## config.mk

```make
export PLATFORM = sky130hd
export DESIGN_NAME = press_classifier
export DESIGN_NICKNAME = d
export VERILOG_FILES = /design/src/rtl/press_classifier_pkg.sv /design/src/rtl/press_timer.sv /design/src/rtl/press_classifier.sv
export SDC_FILE = /design/constraint.sdc
export NUM_CORES = 1
export LEC_CHECK = 0
export CORE_ASPECT_RATIO = 0.6
export CORE_MARGIN = 2
export CORE_UTILIZATION = 41
export CTS_BUF_LIST = sky130_fd_sc_hd__clkbuf_8
export DETAILED_ROUTE_END_ITERATION = 8
export GPL_TIMING_DRIVEN = 0
export PLACE_DENSITY_LB_ADDON = 0.15
export SETUP_SLACK_MARGIN = 0.5
export SLEW_MARGIN = 0
export SYNTH_ARGS = -nofsm -noshare
export SYNTH_HDL_FRONTEND = slang
export SYNTH_HIERARCHICAL = 1
export SYNTH_SLANG_ARGS = --single-unit
```

## constraint.sdc

```tcl
create_clock -name clk -period 3.2 [get_ports clk]
set_input_delay 0.48 -clock clk [delete_from_list [all_inputs] [get_ports clk]]
set_output_delay 0.48 -clock clk [all_outputs]
set_load 0.05 [all_outputs]
```

## src/rtl/press_classifier_pkg.sv

```systemverilog
// Shared types and helpers for the press_classifier gesture decoder.
package press_classifier_pkg;

  typedef enum logic [2:0] {
    IDLE,
    PRESS1,
    WAIT_GAP,
    PRESS2,
    LONG_HOLD
  } state_e;

  function automatic int unsigned max3(input int unsigned a, input int unsigned b,
                                       input int unsigned c);
    int unsigned m;
    m = a;
    if (b > m) m = b;
    if (c > m) m = c;
    return m;
  endfunction

endpackage

```

## src/rtl/press_timer.sv

```systemverilog
// Saturating sample counter shared by all classifier states, with an equality terminal compare.
module press_timer #(
  parameter int unsigned W = 4
) (
  input  logic         clk,
  input  logic         reset,
  input  logic         clr,
  input  logic         en,
  input  logic [W-1:0] term,
  output logic         at_term
);

  logic [W-1:0] count_q, count_d;

  // clr with en loads 1 so the sample that causes a state change is already counted
  always_comb begin
    count_d = count_q;
    if (clr) begin
      count_d = en ? W'(1) : '0;
    end else if (en && (count_q != '1)) begin
      count_d = count_q + W'(1);
    end
  end

  always_ff @(posedge clk) begin
    if (reset) count_q <= '0;
    else       count_q <= count_d;
  end

  assign at_term = (count_q == term);

endmodule

```

## src/rtl/press_classifier.sv

```systemverilog
// Debounced-button gesture classifier: single click, double click and long press pulses.
// Define PRESS_REPEAT_EN to re-pulse long_press every REPEAT_CYCLES while the button stays held.
module press_classifier
  import press_classifier_pkg::*;
#(
  parameter int unsigned LONG_CYCLES   = 50_000_000,
  parameter int unsigned GAP_CYCLES    = 15_000_000,
  parameter int unsigned REPEAT_CYCLES = 10_000_000
) (
  input  logic clk,
  input  logic reset,
  input  logic button_level,
  output logic single_click,
  output logic double_click,
  output logic long_press,
  output logic held
);

`ifdef PRESS_REPEAT_EN
  localparam int unsigned MaxCycles = max3(LONG_CYCLES, GAP_CYCLES, REPEAT_CYCLES);
`else
  localparam int unsigned MaxCycles = max3(LONG_CYCLES, GAP_CYCLES, 2);
`endif
  localparam int unsigned CntW = $clog2(MaxCycles);

  // Compare against N-1: the deciding sample is the one arriving while the count reads N-1
  localparam logic [CntW-1:0] LongTerm = CntW'(LONG_CYCLES - 1);
  localparam logic [CntW-1:0] GapTerm  = CntW'(GAP_CYCLES - 1);
`ifdef PRESS_REPEAT_EN
  localparam logic [CntW-1:0] RepTerm  = CntW'(REPEAT_CYCLES - 1);
`endif

  state_e          state_q, state_d;
  logic            armed_q, armed_d;
  logic            held_q, held_d;
  logic            single_q, single_d;
  logic            double_q, double_d;
  logic            long_q, long_d;
  logic            tmr_clr, tmr_en, tmr_at_term;
  logic [CntW-1:0] tmr_term;

  press_timer #(
    .W(CntW)
  ) u_timer (
    .clk     (clk),
    .reset   (reset),
    .clr     (tmr_clr),
    .en      (tmr_en),
    .term    (tmr_term),
    .at_term (tmr_at_term)
  );

  always_comb begin
    state_d  = state_q;
    armed_d  = armed_q | ~button_level;
    held_d   = button_level & armed_q;
    single_d = 1'b0;
    double_d = 1'b0;
    long_d   = 1'b0;
    tmr_clr  = 1'b0;
    tmr_en   = 1'b0;
    tmr_term = LongTerm;

    case (state_q)
      IDLE: begin
        if (armed_q && button_level) begin
          state_d = PRESS1;
          tmr_clr = 1'b1;
          tmr_en  = 1'b1;
        end
      end
      PRESS1: begin
        tmr_term = LongTerm;
        if (!button_level) begin
          state_d = WAIT_GAP;
          tmr_clr = 1'b1;
          tmr_en  = 1'b1;
        end else if (tmr_at_term) begin
          long_d  = 1'b1;
          state_d = LONG_HOLD;
          tmr_clr = 1'b1;
        end else begin
          tmr_en = 1'b1;
        end
      end
      WAIT_GAP: begin
        tmr_term = GapTerm;
        // A rising level takes priority over an expiring gap
        if (button_level) begin
          state_d = PRESS2;
          tmr_clr = 1'b1;
        end else if (tmr_at_term) begin
          single_d = 1'b1;
          state_d  = IDLE;
          tmr_clr  = 1'b1;
        end else begin
          tmr_en = 1'b1;
        end
      end
      PRESS2: begin
        if (!button_level) begin
          double_d = 1'b1;
          state_d  = IDLE;
          tmr_clr  = 1'b1;
        end
      end
      LONG_HOLD: begin
        if (!button_level) begin
          state_d = IDLE;
          tmr_clr = 1'b1;
        end
`ifdef PRESS_REPEAT_EN
        else begin
          tmr_term = RepTerm;
          if (tmr_at_term) begin
            long_d  = 1'b1;
            tmr_clr = 1'b1;
          end else begin
            tmr_en = 1'b1;
          end
        end
`endif
      end
      default: begin
        state_d = IDLE;
        tmr_clr = 1'b1;
      end
    endcase
  end

  always_ff @(posedge clk) begin
    if (reset) begin
      state_q  <= IDLE;
      armed_q  <= 1'b0;
      held_q   <= 1'b0;
      single_q <= 1'b0;
      double_q <= 1'b0;
      long_q   <= 1'b0;
    end else begin
      state_q  <= state_d;
      armed_q  <= armed_d;
      held_q   <= held_d;
      single_q <= single_d;
      double_q <= double_d;
      long_q   <= long_d;
    end
  end

  assign single_click = single_q;
  assign double_click = double_q;
  assign long_press   = long_q;
  assign held         = held_q;

endmodule

```

==> results by group <==
Worst setup path
  • Worst Setup End Kind: register
  • Critical path depth in cells: 17
  • Crit start category: register
  • CP peak stage delay: 470 ps
  • Top delay family on crit path: simple AND/OR/NAND/NOR gates
  • R2R depth: 17
  • R2r startpoint: state_q[0]
  • Slowest stage cell, crit path: or4b_1
  • Crit path from: state_q[0]
  • Worst EP required: 3440 ps
  • Worst path arrival time: between 3000 and 4000 ps
  • Crit path kind: reg2reg
  • Crit-path max FO: 5
  • CP Cell Sequence: buf_6 > nor2_4 > nand2_4 > buf_4 > xor2_2 > nor4_2 > nand3_1 > nor4_4 > buf_4 > nand2_2 > nand3b_1 > a31oi_1 > clkbuf_8 > clkinvlp_4 > a211oi_4 > or4b_1 > a21oi_1
  • Crit path top cell by count: buf_4
  • Crit path buffers/inverters: 5

GRT
  • First-pass GRT wire length: around 9600 um
  • Gr usage total: 0.228
  • Vias in the first global route: roughly 1900
  • Initial antenna violation count: 0
  • GR Overflow Total: 0
  • Pin count of the biggest net entering global routing: 14

Synthesis
  • Seq cells post-synth: 34
  • Post-synthesis sequential area ratio: 0.323
  • Cells after Synth: about 250
  • Mapped Avg Cell Area: around 8.4 um^2
  • Post-Syn Area: 0.00211 mm^2
  • Area contributors post-synth: dfxtp_1, xor2_1, xnor2_1, nand2_1, nor2_1
  • Post-synthesis cell type count: 48
  • Top cell type by total area after synthesis: dfxtp_1
  • Main synth FF type: dfxtp_1
  • Ys Warns: 6
  • Fraction of registers with async set/reset: 0
  • Post-synth top area share: 0.323
  • Post-synth EDFFs: 0

CTS
  • Clock root buffer: clkbuf_8
  • H-tree levels: 2
  • CTS tree: built
  • Hold buffers post-CTS: 0
  • TritonCTS buffer count: 5
  • Sink Count: 34
  • Clock buffer depth: 2
  • Insertion delay to the later sink of the worst-skew pair: roughly 300 ps
  • CTS clk-pin slew, worst paths: around 80 ps

Floorplan
  • Die width: about 97 um
  • Starting density of the core: 0.421
  • Die area: around 0.0057 mm^2
  • I/O Pins: 7
  • Die height: 59.5 um
  • Core box area: about 0.0050 mm^2
  • Floorplan row count: 20

STA
  • Worst Skew: between 6 and 7 ps
  • Final Max Slew Viols: 0
  • Period utilization: 0.937
  • Worst relative slew slack: 0.529
  • RSZ-0062 raised after global routing: yes
  • Hold Vio Cnt, Final: 0
  • Final setup vio count: 0
  • Final Critical Period: about 3000 ps
  • Worst slew pin tran: approximately 700 ps
  • Setup_tns: 0 ps
  • Worst hold margin: about 500 ps
  • Max Fclk: 334 MHz

Placement
  • DP Wirelength: between 3000 and 4000 um
  • Final RePlAce weighted congestion: between 0.8 and 0.9
  • IO Port Bufs: 6
  • Post-Place Cells: ~340

Routing
  • Drt initial violations: approximately 80
  • Drt drc: 0
  • Final WL: ~6000 um
  • Routed Antenna Nets: 0
  • Vias: between 1500 and 2000
  • Mean routed wirelength per cell: between 15 and 20 um
  • Via density: 5.38
  • Pre-Repair DR Iteration Count: 4

Worst hold path
  • Min-Delay Path Depth: 2
  • HP Start: armed_q
  • HP Class: reg2reg

Cells and area
  • Layout area overhead: 33.2%
  • # fillers: ~460
  • N_diodes: 0
  • Share of post-route cells with drive strength above 1: 0.260
  • Non-filler cells, final: ~370
  • NumNets Final: slightly above 300

Power and ir drop
  • Leakage Power: 1.12 nW
  • Max VDD drop: between 0.15 and 0.2 mV
  • Power per cell area: approximately 350 mW/mm^2

Outcome
  • Status: finished, final reports clean

Flow run
  • Max-cap viol count: 0
==> Yosys cell counts, types with 6 or more instances <==
cell type and n:
nor4_1 6, nand2_1 26, a21oi_1 14, dfxtp_1 34, nand3_1 14, nand4_1 9
xor2_1 17, xnor2_1 16, o21ai_0 6, or3_1 8, or4_1 7, nor2_1 22
==> state kept, by name, summed over array words and instances (netlist names) <==
signal and cells:
long_press 1, state_q 3, armed_q 1, single_click 1, held 1, u_timer/count_q 26
double_click 1
==> cells in the final DEF, fill, tap and decap left out, drive strengths merged, types with 2 or more instances in the layout <==
cell            n
xor2           17
and4            6
mux2i           5
a31oi           3
conb           17
clkbuf         12
o21ai           7
clkdlybuf4s50   6
nor2           22
and3            3
clkinvlp        3
nand2          26
nand3          14
nand4          11
or3             8
o211ai          4
or4             7
nor2b           2
dfxtp          34
inv             3
a21oi          14
xnor2          16
nand3b          2
nand2b          3
a41o            2
a31o            2
nor4            7
nor3            3
buf            26
==> report_power, final <==
part	switching [mW]	internal, mW	total [mW]
clock network	0.182	0.232	0.413
registers	0.00480	0.427	0.432
logic	0.0784	0.0656	0.144
==> cell type report <==
| type | count | area, um^2 | share of cell area |
|---|---|---|---|
| Sequential cell | 34 | 683 | 0.243 |
| Buffer | 14 | 135 | 0.0481 |
| Clock buffer | 5 | 68.8 | 0.0245 |
| Inverter | 4 | 21.3 | 0.00758 |
| Multi-Input combinational cell | 215 | 1540 | 0.549 |
| Timing Repair Buffer | 25 | 230 | 0.0820 |
| Tap cell | 66 | 82.6 | 0.0294 |
| Clock inverter | 3 | 45.0 | 0.0160 |
==> worst paths after layout <==
path,end,slack (ps)
setup / recovery,u_timer/count_q[12],200
hold / removal,armed_q,500
setup reg to reg,u_timer/count_q[12],200
hold reg to reg,armed_q,500
==> logic make-up (layout without fill, tap and decap cells) <==
logic type                 count (synthesis)  after routing  share of synthesized area
and+or+nand+nor                          121            121                      0.325
AOI/OAI and AO/OA                         38             38                      0.131
DFF                                       34             34                      0.323
xor gates and xnor gates                  33             33                      0.137
buffers and inverters                     18             51                     0.0505
muxes                                      5              5                     0.0238
other                                      2             17                    0.00356
adders and majority gates                  1              1                    0.00594
==> stage by stage <==
step / area [um^2] / power [mW] / worst slack (ps) / utilization
2_1_floorplan: 2200 / 0.512 / 521 / -
3_3_place_gp: 2340 / 0.540 / -71.5 / 0.469
3_5_place_dp: 2340 / 0.540 / -35.7 / 0.469
4_1_cts: 2670 / 0.982 / 252 / 0.533
5_1_grt: 2810 / 1.03 / 64.7 / 0.561
6_report: 2810 / 0.989 / 202 / 0.561
==> worst register-to-register path: cells and delay by family (launching register included) <==
kind                   cells  cell delay [ps]
AND/OR/NAND/NOR            8             1040
buffers and inverters      5              730
flip-flops                 1              330
XOR/XNOR                   1              160
AO/OA/AOI/OAI              3              660
==> what timing repair did <==
item / 4_1_cts / 5_1_grt
resized for setup: 25 / 19
endpoints found under the setup margin: 26 / 26
gates cloned: 2 / 0
pin swaps: 18 / 18
buffers inserted: 11 / 6
==> layer usage <==
layer / global-route usage / share of wire
met5: 0 / 0
met4: 0.0684 / 0.011
met3: 0.0534 / 0.038
met2: 0.326 / 0.41
met1: 0.339 / 0.54
No activity file was read; power rests on OpenSTA's default activity.
==> variant 1, RTL diff (config.mk and constraints unchanged) <==
Put one more register stage on the output `held`. The value now appears one clock later. The other outputs are not delayed to match. Comments in the files are not updated.
--- a/src/rtl/press_classifier.sv
+++ b/src/rtl/press_classifier.sv
@@ -150,5 +150,7 @@
   assign double_click = double_q;
   assign long_press   = long_q;
-  assign held         = held_q;
+  always_ff @(posedge clk) begin
+    held <= held_q;
+  end
 
 endmodule
Formal check against the unedited RTL: not equivalent (a bounded check fails within 4 cycles, from zero or initial values and one cycle with reset high).
==> variant 1 against the original RTL <==
- clock power grew 16%
- highest routed layer unchanged
- critical endpoint is now u_timer/count_q[25]$_SDFFE_PP0P_
- sequential cell count increased by 1
- core utilization up 1.9 points
- power grew 12%
- setup slack worse by 0.13 ns
- wire length is 1.2% higher
- final area increased by 4.5%
- largest power group is now clock
- area after synthesis increased by 1.8%
==> variant 1: results (changes against the original RTL) <==
| Metric | Value |
|---|---|
| Post-synthesis mux area share | 2.33% (-0.043 points) |
| Synth cell count leaders | dfxtp_1, nand2_1, nor2_1 |
| Max FFs per register | 26 (unchanged) |
| DP Cell Count | 337 (-0.59%) |
| Reg2Reg Depth | 13 (-4) |
| XOR/XNOR share of the synthesized area | 13.5% (-0.25 points) |
| Num CTS Buffers | 5 (unchanged) |
| Slack of the worst reg-to-reg path | 0.08 ns (-0.13 ns) |
| Cells after Synth | 250 (-0.79%) |
| Layout Nets | 302 (-0.33%) |
| Hold_sp | held_q$_SDFF_PP0_ |
| Longest Clk Path Bufs | 2 (unchanged) |
| Multi-input gate area in the final layout | 1570 sq um (+1.9%) |
| Worst-margin pin slew | 0.699 ns (-0.00173 ns) |
| Routed length per instance | 16.6 um (+1.5%) |
| Worst path slowest cell | nor4_4 |
| Complex-gate fraction of the synthesized area | 13.3% (+0.17 points) |
| Clock Pin Slew Worst Setup and Hold Paths | 0.08 ns (about the same) |
| Placed inst area | 2440 sq um (+4.1%) |
| VDD IR max | 0.185 mV (+8.9%) |
| Largest net degree at the start of global routing | 15 (+1) |
| H-Tree Depth | 2 (unchanged) |
| Min-Delay Endpoint | held$_DFF_P_ |
| Status | complete, no violations |
| Pre-CTS setup slack | -0.173 ns (-0.138 ns) |
| Hold WC Path Type | flop to flop |
| GRT Total Usage | 22.0% (-0.80 points) |
| Drt first-iter violations | 97 (+20%) |
| Reg with most FFs | u_timer/count_q |
| Vias per cell | 5.45 (+1.3%) |
| Post-synthesis sequential area ratio | 32.7% (+0.35 points) |
| Leak | 1.16 nW (+3.6%) |
| First-pass GRT wire length | 9.67 mm (+1.1%) |
| Share of cells above drive strength 1 | 31.4% (+5.4 points) |
| Via count | 1,991 (+1.1%) |
| DP HPWL | 4.09 mm (+4.4%) |
| Top cells by area, synth | dfxtp_1, xor2_1, xnor2_1, nand2_1, nor2_1 |
| Distinct cell type count after synthesis | 51 (+6.3%) |
| Clk_lat worst skew | 0.30 ns (about the same) |
| CP max FO | 7 (+2) |
| Detail Route Antenna Nets | 0 (unchanged) |
| Net load switching power | 269 uW (+1.7%) |
| Fillcell total | 468 (+2.4%) |
| Final RePlAce weighted congestion | 0.799 (-6.3%) |
| Worst R2R Start | state_q[1]$_SDFFE_PP0P_ |
| Clk_skew | 0.0118 ns (+0.00522 ns) |
| Post-synth EDFFs | 0 (unchanged) |
| Synth Area in Adders | 0.583% (-0.011 points) |
| RR Endpoint | u_timer/count_q[25]$_SDFFE_PP0P_ |
| WHS Path Cells | 0 (-2) |
| Synth Warn # | 6 (unchanged) |
| Post-synth ARST share | 0% (unchanged) |
| TritonRoute pass-1 iters | 4 (unchanged) |
| Worst path arrival time | 3.31 ns (+0.07 ns) |
| Vias in the first global route | 1,726 (-7.0%) |
==> variant 1: worst max path at each step <==
| stage | from | to | slack, ns | cells past startpoint |
|---|---|---|---|---|
| CTS | state_q[2]$_SDFFE_PP0P_ | u_timer/count_q[21]$_SDFFE_PP0P_ | 0.11 | 14 |
| floorplan | state_q[2]$_SDFFE_PP0P_ | u_timer/count_q[12]$_SDFFE_PP0P_ | 0.25 | 13 |
| global route | state_q[1]$_SDFFE_PP0P_ | u_timer/count_q[11]$_SDFFE_PP0P_ | -0.05 | 13 |
| finish | state_q[1]$_SDFFE_PP0P_ | u_timer/count_q[25]$_SDFFE_PP0P_ | 0.08 | 13 |
| global placement | state_q[0]$_SDFFE_PP0P_ | u_timer/count_q[8]$_SDFFE_PP0P_ | -0.16 | 12 |
| detailed placement | state_q[0]$_SDFFE_PP0P_ | u_timer/count_q[16]$_SDFFE_PP0P_ | -0.17 | 12 |
==> variant 1: cell families (layout without fill, tap and decap cells) <==
group / count (synthesis) / count (layout)
multiplexers: 5 / 5
other: 2 / 17
AO/OA/AOI/OAI: 38 / 38
AND/OR/NAND/NOR: 118 / 118
XOR/XNOR: 33 / 33
buffers and inverters: 18 / 52
flip-flops: 35 / 35
adder cells (fa/ha/maj): 1 / 1
==> variant 1: timing repair <==
action / CTS / global route
cloned: 4 / 0
gates resized for setup: 21 / 28
buffers inserted: 15 / 1
endpoints found under the setup margin: 26 / 27
pin swaps: 15 / 12
==> variant 1: cell type report <==
class / count / share of cell area, %
multi-input cells: 212 / 53.5
flip-flops and latches: 35 / 24.1
repair buffers: 26 / 8.75
plain buffers: 14 / 5.38
well taps: 66 / 2.82
clock buffers: 5 / 2.35
clock inverters: 3 / 2.30
inverters: 4 / 0.768
==> variant 1: power groups by stage <==
| stage | clock, mW | sequential [mW] | combinational [mW] |
|---|---|---|---|
| finish | 0.481 | 0.446 | 0.177 |
| global route | 0.516 | 0.446 | 0.187 |
| CTS | 0.493 | 0.445 | 0.160 |
| detailed placement | 0 | 0.456 | 0.113 |
| global placement | 0 | 0.456 | 0.112 |
| floorplan | 0 | 0.456 | 0.0826 |
==> variant 1: layer usage <==
layer | track usage (%) | wire length (um) | part of all wire, % | vias to the layer above
li1 | - | - | - | 994
met1 | 34.4 | 3200 | 53 | 941
met2 | 28.5 | 2360 | 39 | 52
met3 | 5.96 | 449 | 7.4 | 4
met4 | 6.94 | 41 | 0.68 | 0
met5 | 0 | 0 | 0 | -
==> variant 1: metrics by stage <==
step	hold slack (ns)	total power, mW	util (%)
after global placement	0.312	0.568	48.3
after CTS	0.343	1.10	55.7
after floorplan	0.310	0.538	-
after global routing	0.348	1.15	58.0
after detailed placement	0.326	0.569	48.3
final	0.339	1.10	58.0
==> variant 2, RTL diff (same settings) <==
Made on the original files. The parameter `LONG_CYCLES` goes from 50_000_000 to 25_000_000.
--- a/src/rtl/press_classifier.sv
+++ b/src/rtl/press_classifier.sv
@@ -4,5 +4,5 @@
   import press_classifier_pkg::*;
 #(
-  parameter int unsigned LONG_CYCLES   = 50_000_000,
+  parameter int unsigned LONG_CYCLES   = 25_000_000,
   parameter int unsigned GAP_CYCLES    = 15_000_000,
   parameter int unsigned REPEAT_CYCLES = 10_000_000
Function: same outputs for any inputs over 10 cycles, from zero or initial values and one cycle with reset high; that may be too few to reach the edited logic, so the function may still have changed.
==> variant 2 against the original RTL <==
- power down 14%
- wire length fell by 3.6%
- sequential cell count is 1 lower
- sequential share of layout area rose by 0.65 points
- critical path depth fell by 2
- setup slack better by 0.18 ns
- area after synthesis decreased by 4.2%
- count of clock-buffer cells in the layout is the same
- final area shrank 5.4%
- critical path type unchanged
==> variant 2: results (changes against the original RTL) <==
| Metric | Value |
|---|---|
| Fraction of area in clock buffers and inverters | 3.11% (-0.95 points) |
| Rel. slew slack | 30.7% (-22 points) |
| Final RePlAce weighted congestion | 0.871 (+2.2%) |
| Non-Clock Inverter Count | 7 (+3) |
| GR Util met1 | 37.0% (+3.1 points) |
| Synth cell count leaders | dfxtp_1, nor2_1, xor2_1 |
| Syn avg cell area | 8.24 sq um (-1.4%) |
| Distinct cell type count after synthesis | 52 (+8.3%) |
| DP Cell Count | 327 (-3.5%) |
| #MultiIn Comb | 206 (-4.2%) |
| Status | complete, no violations |
| Post-synthesis mux area share | 0.496% (-1.9 points) |
| Area Growth Syn to Fin | 31.4% |
| VDD IR max | 0.207 mV (+22%) |
| Pre-CTS setup slack | -0.0633 ns (-0.0277 ns) |
| Fillcell total | 439 (-3.9%) |
| Cts repair resizes | 24 (-4.0%) |
| Port buffer count | 6 (unchanged) |
| Met1 wire length | 3.12 mm (-4.1%) |
| Post-synthesis sequential area ratio | 32.7% (+0.41 points) |
| Worst path slowest cell | or4_1 |
| WL met3 | 384 um (+68%) |
| Layout Nets | 291 (-4.0%) |
| Fraction of area in non-clock buffers | 11.9% (-1.1 points) |
| First-pass GRT wire length | 9.20 mm (-3.8%) |
| Met2 Track Usage GR | 26.6% (-6.0 points) |
| Register area | 663 sq um (-2.9%) |
| Leak | 0.973 nW (-13%) |
| Critical path class | flop to flop |
| XOR/XNOR share of the synthesized area | 15.2% (+1.5 points) |
| Top cells by area, synth | dfxtp_1, xor2_1, xnor2_1, nor2_1, nand3_1 |
| Placed inst area | 2230 sq um (-4.7%) |
| Routed length per instance | 16.4 um (+0.49%) |
| Drt first-iter violations | 184 (+130%) |
| DP HPWL | 3.94 mm (+0.70%) |
| Post-CTS Setup Bufs | 8 (-3) |
| Vias in the first global route | 1,768 (-4.7%) |
| FFs & Latches | 33 (-2.9%) |
| Synth Warn # | 6 (unchanged) |
| Fraction of area in multi-input gates | 55.9% (+1.0 points) |
| Vias per cell | 5.62 (+4.3%) |
| Met3 GRT Util | 5.89% (+0.55 points) |
| Complex-gate fraction of the synthesized area | 14.4% (+1.3 points) |
| Clock buffers | 5 (unchanged) |
| Clk_skew | 0.00768 ns (+0.00114 ns) |
| Nonclk buf count | 34 (-13%) |
| Synth Area in Adders | 0.620% (+0.026 points) |
| Top flop regs | u_timer/count_q: 25 flops, state_q: 3 flops |
| Share of cells above drive strength 1 | 25.0% (-1.0 points) |
| GRT Total Usage | 21.9% (-0.89 points) |
| Die X | 94.6 um (-2.0%) |
| Routed length on met2 | 2.23 mm (-8.1%) |
| Top delay family on crit path | simple AND/OR/NAND/NOR gates |
| Critical Path Max Stage Delay | 0.49 ns (+0.02 ns) |
| Net load switching power | 231 uW (-13%) |
| TritonRoute pass-1 iters | 5 (+1) |
-- variant 2: power groups by stage --
stage          combinational (mW)  sequential [mW]  clock (mW)
2_1_floorplan              0.0589            0.430           0
3_3_place_gp               0.0835            0.429           0
3_5_place_dp               0.0833            0.429           0
4_1_cts                     0.105            0.420       0.312
5_1_grt                     0.139            0.421       0.335
6_report                    0.131            0.420       0.304
-- variant 2: kinds of logic after synthesis --
logic type | count (synthesis)
other cells | 2
fa+ha+maj | 1
mux | 1
flops | 33
simple gates | 112
buf+inv | 19
xor+xnor | 35
compound gates | 42
-- variant 2: worst paths after layout --
| kind | to | slack (ns) | cells after the start |
|---|---|---|---|
| worst min-delay path | armed_q$_SDFF_PP0_ | 0.51 | 2 |
| worst min register to register | armed_q$_SDFF_PP0_ | 0.51 | 2 |
| worst max register to register | u_timer/count_q[10]$_SDFFE_PP0P_ | 0.39 | 15 |
| worst max-delay path | u_timer/count_q[10]$_SDFFE_PP0P_ | 0.39 | 15 |
